**config.mk**
```make
export PLATFORM = sky130hd
export DESIGN_NAME = mux_scan_n_flat
export DESIGN_NICKNAME = d
export VERILOG_FILES = /design/src/rtl/mux_scan_n_if.sv /design/src/rtl/mux_scan_n.sv /design/src/flat_wrapper.sv
export SDC_FILE = /design/constraint.sdc
export NUM_CORES = 1
export LEC_CHECK = 0
export ABC_AREA = 1
export CAP_MARGIN = 20
export CORE_UTILIZATION = 50
export DETAILED_ROUTE_END_ITERATION = 7
export MAX_ROUTING_LAYER = met4
export PLACE_DENSITY_LB_ADDON = 0.3
export SLEW_MARGIN = 30
export SYNTH_ARGS = -nofsm -noshare
export SYNTH_HDL_FRONTEND = slang
export SYNTH_SLANG_ARGS = --single-unit
```
**constraint.sdc**
```tcl
create_clock -name clk -period 1.7 [get_ports clk]
set_input_delay 0.34 -clock clk [delete_from_list [all_inputs] [get_ports clk]]
set_output_delay 0.34 -clock clk [all_outputs]
set_load 0.01 [all_outputs]
```
**src/rtl/mux_scan_n_if.sv**
```systemverilog
`default_nettype none
// ============================================================================
// mux_scan_n_if : channel bank, control and valid/ready sample bus of mux_scan_n
// Revision      : 1.0
// ============================================================================
interface mux_scan_n_if #(
    parameter int WIDTH    = 4,
    parameter int CHANNELS = 4,
    parameter int SEL_W    = 2
);
    logic [CHANNELS*WIDTH-1:0] i_in;
    logic [SEL_W-1:0]          i_sel;
    logic                      i_mode;
    logic                      i_en;
    logic                      i_out_ready;
    logic [WIDTH-1:0]          o_out;
    logic [SEL_W-1:0]          o_out_ch;
    logic                      o_out_valid;
    logic                      o_sel_err;

    modport slave (
        input  i_in, i_sel, i_mode, i_en, i_out_ready,
        output o_out, o_out_ch, o_out_valid, o_sel_err
    );

    modport master (
        output i_in, i_sel, i_mode, i_en, i_out_ready,
        input  o_out, o_out_ch, o_out_valid, o_sel_err
    );
endinterface
`default_nettype wire

```
**src/rtl/mux_scan_n.sv**
```systemverilog
`default_nettype none
// ============================================================================
// mux_scan_n : registered N-channel mux, manual select or round-robin scan
// Revision   : 1.0
// ============================================================================
module mux_scan_n #(
    parameter int WIDTH    = 4,
    parameter int CHANNELS = 4,
    parameter int SEL_W    = 2,
    parameter int DWELL    = 8
) (
    input  wire logic   clk,
    input  wire logic   rst_n,
    mux_scan_n_if.slave bus
);
    localparam int                c_NSLOT   = 2**SEL_W;
    localparam logic [SEL_W-1:0]  c_LAST    = SEL_W'(CHANNELS-1);
    localparam logic [7:0]        c_DW_LAST = 8'(DWELL-1);
    localparam logic [SEL_W:0]    c_NCH     = (SEL_W+1)'(CHANNELS);

    typedef enum logic [1:0] {IDLE, MAN, SCAN} state_t;

    state_t            r_state;
    logic [SEL_W-1:0]  r_ptr;
    logic [7:0]        r_cnt;
    logic [WIDTH-1:0]  r_out;
    logic [SEL_W-1:0]  r_out_ch;
    logic              r_valid;
    logic              r_err;

    // Unused select codes read as zero, which gives the out-of-range sample value.
    logic [WIDTH-1:0]  w_ch [c_NSLOT];

    generate
        for (genvar k = 0; k < c_NSLOT; k++) begin : g_unpack
            if (k < CHANNELS) begin : g_used
                assign w_ch[k] = bus.i_in[k*WIDTH +: WIDTH];
            end else begin : g_pad
                assign w_ch[k] = '0;
            end
        end
    endgenerate

    logic w_slot_free, w_man_cap, w_scan_term, w_scan_cap, w_sel_bad;

    // Captures are suppressed on the cycle a state change is pending.
    assign w_slot_free = !r_valid || bus.i_out_ready;
    assign w_man_cap   = (r_state == MAN) && bus.i_en && !bus.i_mode && w_slot_free;
    assign w_scan_term = (r_cnt == c_DW_LAST);
    assign w_scan_cap  = (r_state == SCAN) && bus.i_en && bus.i_mode && w_scan_term && w_slot_free;
    assign w_sel_bad   = {1'b0, bus.i_sel} >= c_NCH;

    always_ff @(posedge clk or negedge rst_n) begin
        if (!rst_n) begin
            r_state  <= IDLE;
            r_ptr    <= '0;
            r_cnt    <= '0;
            r_out    <= '0;
            r_out_ch <= '0;
            r_valid  <= 1'b0;
            r_err    <= 1'b0;
        end else begin
            r_err <= w_man_cap && w_sel_bad;

            if (w_man_cap) begin
                r_out    <= w_ch[bus.i_sel];
                r_out_ch <= bus.i_sel;
                r_valid  <= 1'b1;
            end else if (w_scan_cap) begin
                r_out    <= w_ch[r_ptr];
                r_out_ch <= r_ptr;
                r_valid  <= 1'b1;
            end else if (bus.i_out_ready) begin
                r_valid  <= 1'b0;
            end

            if (!bus.i_en) begin
                r_state <= IDLE;
            end else if (bus.i_mode) begin
                if (r_state != SCAN) begin
                    r_state <= SCAN;
                    r_ptr   <= '0;
                    r_cnt   <= '0;
                end else if (w_scan_term) begin
                    // Counter saturates at terminal count until the slot frees up.
                    if (w_slot_free) begin
                        r_cnt <= '0;
                        r_ptr <= (r_ptr == c_LAST) ? '0 : r_ptr + 1'b1;
                    end
                end else begin
                    r_cnt <= r_cnt + 8'd1;
                end
            end else begin
                r_state <= MAN;
            end
        end
    end

    assign bus.o_out       = r_out;
    assign bus.o_out_ch    = r_out_ch;
    assign bus.o_out_valid = r_valid;
    assign bus.o_sel_err   = r_err;
endmodule
`default_nettype wire

```
**src/flat_wrapper.sv**
```systemverilog
// flat-port wrapper written by rule: the top's interface ports become plain ports
module mux_scan_n_flat 
#(
    parameter int WIDTH    = 4,
    parameter int CHANNELS = 4,
    parameter int SEL_W    = 2,
    parameter int DWELL    = 8
)
  (clk, rst_n, bus_i_in, bus_i_sel, bus_i_mode, bus_i_en, bus_i_out_ready, bus_o_out, bus_o_out_ch, bus_o_out_valid, bus_o_sel_err);
  mux_scan_n_if #(.WIDTH(WIDTH), .CHANNELS(CHANNELS), .SEL_W(SEL_W)) bus_i ();
  input  wire logic clk;
  input  wire logic rst_n;
  input wire logic [$bits(bus_i.i_in)-1:0] bus_i_in;
  input wire logic [$bits(bus_i.i_sel)-1:0] bus_i_sel;
  input wire logic [$bits(bus_i.i_mode)-1:0] bus_i_mode;
  input wire logic [$bits(bus_i.i_en)-1:0] bus_i_en;
  input wire logic [$bits(bus_i.i_out_ready)-1:0] bus_i_out_ready;
  output wire logic [$bits(bus_i.o_out)-1:0] bus_o_out;
  output wire logic [$bits(bus_i.o_out_ch)-1:0] bus_o_out_ch;
  output wire logic [$bits(bus_i.o_out_valid)-1:0] bus_o_out_valid;
  output wire logic [$bits(bus_i.o_sel_err)-1:0] bus_o_sel_err;
  assign bus_i.i_in = bus_i_in;
  assign bus_i.i_sel = bus_i_sel;
  assign bus_i.i_mode = bus_i_mode;
  assign bus_i.i_en = bus_i_en;
  assign bus_i.i_out_ready = bus_i_out_ready;
  assign bus_o_out = bus_i.o_out;
  assign bus_o_out_ch = bus_i.o_out_ch;
  assign bus_o_out_valid = bus_i.o_out_valid;
  assign bus_o_sel_err = bus_i.o_sel_err;
  mux_scan_n #(.WIDTH(WIDTH), .CHANNELS(CHANNELS), .SEL_W(SEL_W), .DWELL(DWELL)) u_core (.clk(clk), .rst_n(rst_n), .bus(bus_i));
endmodule
```
==> results of run 1 <==
==> power groups by stage <==
stage                     registers, uW  logic, uW  clock network [uW]
after floorplan                     541        118                   0
after global placement              538        260                   0
after detailed placement            537        266                   0
after CTS                           531        266                 245
after global routing                537        297                 267
final                               531        265                 246
==> kinds of logic (layout without fill, tap and decap cells) <==
kind of cell	Yosys count	count (layout)	share of synthesized area, %
buf+inv	40	73	11.6
flops	19	19	33.9
simple gates	146	146	47.0
xor+xnor	1	1	0.625
fa+ha+maj	2	2	1.78
compound gates	13	13	4.82
other cells	1	1	0.267
==> synthesized netlist by cell type (all sizes together) <==
cell / count / area, um^2
clkinv: 1 / 3.75
nor3: 1 / 5.00
or2: 1 / 6.26
nand2: 93 / 362
dfrtp: 19 / 475
inv: 35 / 131
o21bai: 1 / 7.51
nor2: 13 / 66.3
conb: 1 / 3.75
ha: 2 / 25.0
o21ai: 11 / 55.1
a21oi: 1 / 5.00
xor2: 1 / 8.76
nand3: 38 / 220
buf: 4 / 27.5
==> worst paths after layout <==
kind	startpoint	end	slack, ns	cells past startpoint
min in group clk	u_core.bus.o_out[3]	u_core.bus.o_out[3]	0.53	2
max in group asynchronous	rst_n	u_core.bus.o_out[0]	1.14	2
min	rst_n	u_core.bus.o_out[1]	0.34	2
max reg2reg	u_core.r_cnt[0]	u_core.r_cnt[7]	0.18	6
max	u_core.bus.o_out[1]	bus_o_out[1]	0.1	1
min reg2reg	u_core.bus.o_out[3]	u_core.bus.o_out[3]	0.53	2
==> through the flow <==
stage / cell area (um^2) / std cells / hold WS, ns
3_5_place_dp: 1730 / 281 / 0.494
6_report: 1760 / 285 / 0.338
2_1_floorplan: 1400 / 222 / 0.0444
4_1_cts: 1760 / 285 / 0.348
3_3_place_gp: 1730 / 281 / 0.515
5_1_grt: 1760 / 285 / 0.366
==> flip-flops by register name, indices dropped and copies added (netlist names) <==
register	count
u_core.bus.o_out_valid	1
u_core.r_ptr	2
u_core.bus.o_out_ch	2
u_core.bus.o_out	4
u_core.r_cnt	8
u_core.r_state	2
==> area by class of cell <==
| cell class | instances | area (um^2) | share of cell area [%] |
|---|---|---|---|
| clock inverter | 1 | 5.00 | 0.284 |
| multi-input combinational | 163 | 764 | 43.4 |
| tap | 30 | 37.5 | 2.13 |
| sequential | 19 | 475 | 27.0 |
| clock buffer | 3 | 22.5 | 1.28 |
| inverter | 36 | 135 | 7.68 |
| timing repair buffer | 33 | 320 | 18.2 |
==> metal layers <==
metal | vias to the layer above | track usage (%)
met5 | - | -
met4 | 0 | 10.0
met3 | 10 | 5.74
met2 | 54 | 38.2
met1 | 610 | 35.8
li1 | 749 | -
==> run_results.csv, run 1 <==
group,metric,value,unit
drt,wl_met2,1.36,mm
drt,drtPass1Iterations,5,
flow_run,drv_cap,0,
setup_path,crit_chain,"clkdlybuf4s50_1",
clock_tree,cts_hold_buf,0,
synthesis,yosysWarnings,0,
finish,final_cell_mix,"nand2_1, inv_1, nand3_1",
pwr,clkPwrFrac,23.6,%
pwr,power_frac_seq,51.0,%
grt,grt_pass1_vias,1276,
drt,postRouteAntennaNets,0,
placement,gp_congestion,0.851,
die,die_x,55.0,um
die,pin_count,31,
timing,rsz0062_at_grt,"no",
placement,place.detailed.hpwl,2.46,mm
grt,grt_use_total,26.4,%
setup_path,critical_path_class,"reg2out",
synthesis,postSynthAreaPerCell,6.32,um^2
setup_path,endpoint_kind,"output port",
placement,place_ws,0.00653,ns
timing,fmax,623,MHz
die,rows,18,
clock_tree,clk_latency,0.32,ns
pwr,p_comb_share,25.4,%
timing,timing.setup.tns,0,ns
drt,wl_met1,1.61,mm
setup_path,startpoint_type,"flip-flop",
clock_tree,path_clk_slew,0.13,ns
synthesis,syn-cell-area,1400,um^2
pwr,power,1040,uW
synthesis,syn_nets,247,
pwr,ir_drop,0.000476,V
drt,routed_wl,3.27,mm
die,fp.dieH,55.0,um
clock_tree,cts_tree,"done",
synthesis,syn_inst,222,
clock_tree,cts.sinks,19,
synthesis,yosysUniqueCellTypes,23,
finish,fill_cells,243,
timing,hold_viol,0,
setup_path,cp_top_family,"buffers and inverters",
setup_path,cp_max_fo,2,
clock_tree,post-cts-setup-buffers,0,
pwr,p_sw_share,31.0,%
synthesis,seq_area_frac_synth,33.9,%
finish,area_growth,25.5,%
die,dieArea,3020,um^2
finish,nets,281,
pwr,pwr_density_cell,592,nW/um^2
run_status,status,"finished, final reports clean",
clock_tree,numCtsBuffers,3,
pwr,power_leakage,0.000936,uW
timing,finalCritPeriodShare,94.4,%
placement,io_buffers,29,
drt,wl_per_cell,11.5,um
die,core-area,2570,um^2
finish,drive_gt1_share,7.06,%
die,start_util,54.6,%
grt,grt_max_degree,20,
drt,drt-initial-drc-count,70,
drt,drcViolationCount,0,
finish,antenna_cells,0,
pwr,p_int,719,uW
drt,avgViaCountPerCell,4.99,
clock_tree,clockBufferDepth,2,
setup_path,arrival,1.26,ns
synthesis,ys_ff_latch,19,
min_path,hold_path.class,"in2async",
timing,slew_violations,0,
drt,top_layer_used,"met4",
clock_tree,cts_resized,0,
grt,antenna_found_initial,0,
timing,setup_viol,0,
drt,via_count,1423,
timing,setup_slack,0.0951,ns
setup_path,path_buf_inv,1,
grt,grt_pass1_wl,5.43,mm
clock_tree,ctsHtreeMaxLevel,1,
setup_path,crit_path_top_delay_cell,"clkdlybuf4s50_1",
timing,fin_crit,1.60,ns
setup_path,slowest_delay,0.54,ns
drt,wl_met3,247,um
timing,skew,0.0183,ns
pwr,power_switching,323,uW
clock_tree,root_buffer,"clkbuf_4",
grt,grt-ovfl-total,0,
finish,final_common_cell,"nand2_1",
finish,final_util,68.6,%
setup_path,required,1.36,ns
(Power assumes the default switching activity.)
==> run 2, diff against run 1 <==
Settings changed: CORE_ASPECT_RATIO set to 2, CORE_UTILIZATION 50 to 45.
Clock period 1.7 ns to 1.29 ns, I/O delays scaled along.
==> run_results.csv, run 2 (synthesis results as in run 1) <==
group,metric,value,unit
run_status,status,"complete, but fails checks",
run_status,violations,"negative setup slack",
grt,grt_max_degree,20,
placement,place.detailed.hpwl,2.85,mm
timing,setup_viol,13,
clock_tree,numCtsBuffers,3,
die,pin_count,31,
flow_run,drv_cap,0,
finish,fill_cells,269,
placement,place_ws,-0.304,ns
die,start_util,47.7,%
timing,finalCritPeriodShare,105,%
finish,nets,300,
grt,grt_pass1_vias,1480,
pwr,ir_drop,0.000479,V
setup_path,arrival,1.56,ns
finish,largest_register,"u_core.r_cnt",
die,die_x,41.5,um
drt,via_count,1545,
drt,drt-initial-drc-count,34,
setup_path,rr_worst_depth,8,
drt,drcViolationCount,0,
setup_path,critical_path_class,"reg2reg",
setup_path,cp_max_fo,3,
grt,antenna_found_initial,0,
timing,fmax,738,MHz
placement,io_buffers,29,
finish,largest_reg_flops,8,
min_path,hold_path.class,"in2async",
setup_path,endpoint_kind,"flip-flop",
die,core-area,2940,um^2
finish,final_common_cell,"nand2_1",
clock_tree,cts_hold_buf,0,
drt,wl_per_cell,12.1,um
die,dieArea,3360,um^2
clock_tree,cts_tree,"done",
die,fp.dieH,81.0,um
finish,antenna_cells,0,
timing,fin_crit,1.36,ns
setup_path,required,1.49,ns
drt,postRouteAntennaNets,0,
clock_tree,root_buffer,"clkbuf_8",
timing,hold_viol,0,
timing,setup_slack,-0.0658,ns
grt,grt_pass1_wl,6.09,mm
clock_tree,path_clk_slew,0.07,ns
timing,rsz0062_at_grt,"yes",
setup_path,rr_endpoint,"u_core.r_cnt[6]",
clock_tree,cts.sinks,19,
timing,slew_violations,0,
pwr,pwr_density_cell,784,nW/um^2
die,rows,28,
pwr,power,1560,uW
placement,gp_congestion,0.881,
finish,final_cell_mix,"nand2_1, nand3_1, inv_1",
setup_path,r2r_slack,-0.07,ns
clock_tree,ctsHtreeMaxLevel,1,
grt,grt-ovfl-total,0,
drt,avgViaCountPerCell,5.08,
setup_path,timing.rr.start,"u_core.r_cnt[0]",
finish,drive_gt1_share,18.2,%
clock_tree,clk_latency,0.26,ns
setup_path,startpoint_type,"flip-flop",
clock_tree,clockBufferDepth,2,
drt,drtPass1Iterations,4,
timing,skew,0.00202,ns
grt,grt_use_total,24.1,%
drt,routed_wl,3.68,mm
pwr,power_leakage,0.00105,uW
finish,area_growth,41.7,%
-- run 2: cell count changes in the layout (fill, tap and decap cells not counted), sizes merged, moves of 2 or more --
cell	previous run	this run
buf	4	21
clkdlybuf4s50	29	22
clkinv	2	0
dlygate4sd2	0	7
-- run 2: worst max path at each step --
stage / start / end / cells past startpoint
5_1_grt: u_core.r_cnt[1] / u_core.bus.o_out[1] / 7
4_1_cts: u_core.r_cnt[1] / u_core.r_cnt[6] / 8
3_3_place_gp: bus_i_en / u_core.bus.o_out[2] / 9
6_report: u_core.r_cnt[0] / u_core.r_cnt[6] / 8
3_5_place_dp: bus_i_en / u_core.bus.o_out[2] / 9
2_1_floorplan: u_core.r_cnt[0] / u_core.r_cnt[5] / 6
-- run 2: stage by stage --
step                      area [um^2]  setup TNS, ns  hold slack [ns]  instances  util [%]
after CTS                        1890         -0.429            0.345        299      64.4
after floorplan                  1400              0          -0.0376        222         -
after global routing             1990          -1.50            0.364        304      67.6
final                            1990         -0.304            0.328        304      67.6
after detailed placement         1820          -3.91            0.506        292      61.7
after global placement           1820          -3.57            0.507        292      61.7
-- run 2: repair_timing --
item / 4_1_cts / 5_1_grt
cloned: 1 / 1
gates resized for setup: 16 / 16
buffers inserted: 2 / 4
setup endpoints to repair: 23 / 17
pin swaps: 5 / 9
-- run 2: worst max-delay path, stage by stage, from the launching register on --
cell     delay, ns
dfrtp_1       0.41
ha_4          0.18
buf_4         0.13
nand2_1       0.08
inv_2         0.06
nand3_2       0.07
xor2_2        0.20
nand2_1       0.10
nand2_1       0.07
-- run 2: per-layer routing --
| layer | vias to the layer above | global-route usage (%) | wire length, um |
|---|---|---|---|
| met4 | 0 | 11.3 | 114 |
| met5 | - | - | 0 |
| met1 | 707 | 20.8 | 1240 |
| met2 | 33 | 50.2 | 2240 |
| met3 | 9 | 1.33 | 77 |
| li1 | 796 | - | - |
-- run 2: layout make-up --
type / count / area, um^2 / share of cell area [%]
flip-flops and latches: 19 / 475 / 23.9
repair buffers: 50 / 439 / 22.1
well taps: 30 / 37.5 / 1.89
multi-input cells: 165 / 852 / 42.9
clock buffers: 4 / 45.0 / 2.27
inverters: 36 / 139 / 6.99
-- run 2: power breakdown --
| part | total, uW | internal [uW] | switching, uW |
|---|---|---|---|
| Clock | 424 | 220 | 204 |
| Sequential | 692 | 650 | 42.2 |
| Combinational | 443 | 228 | 215 |
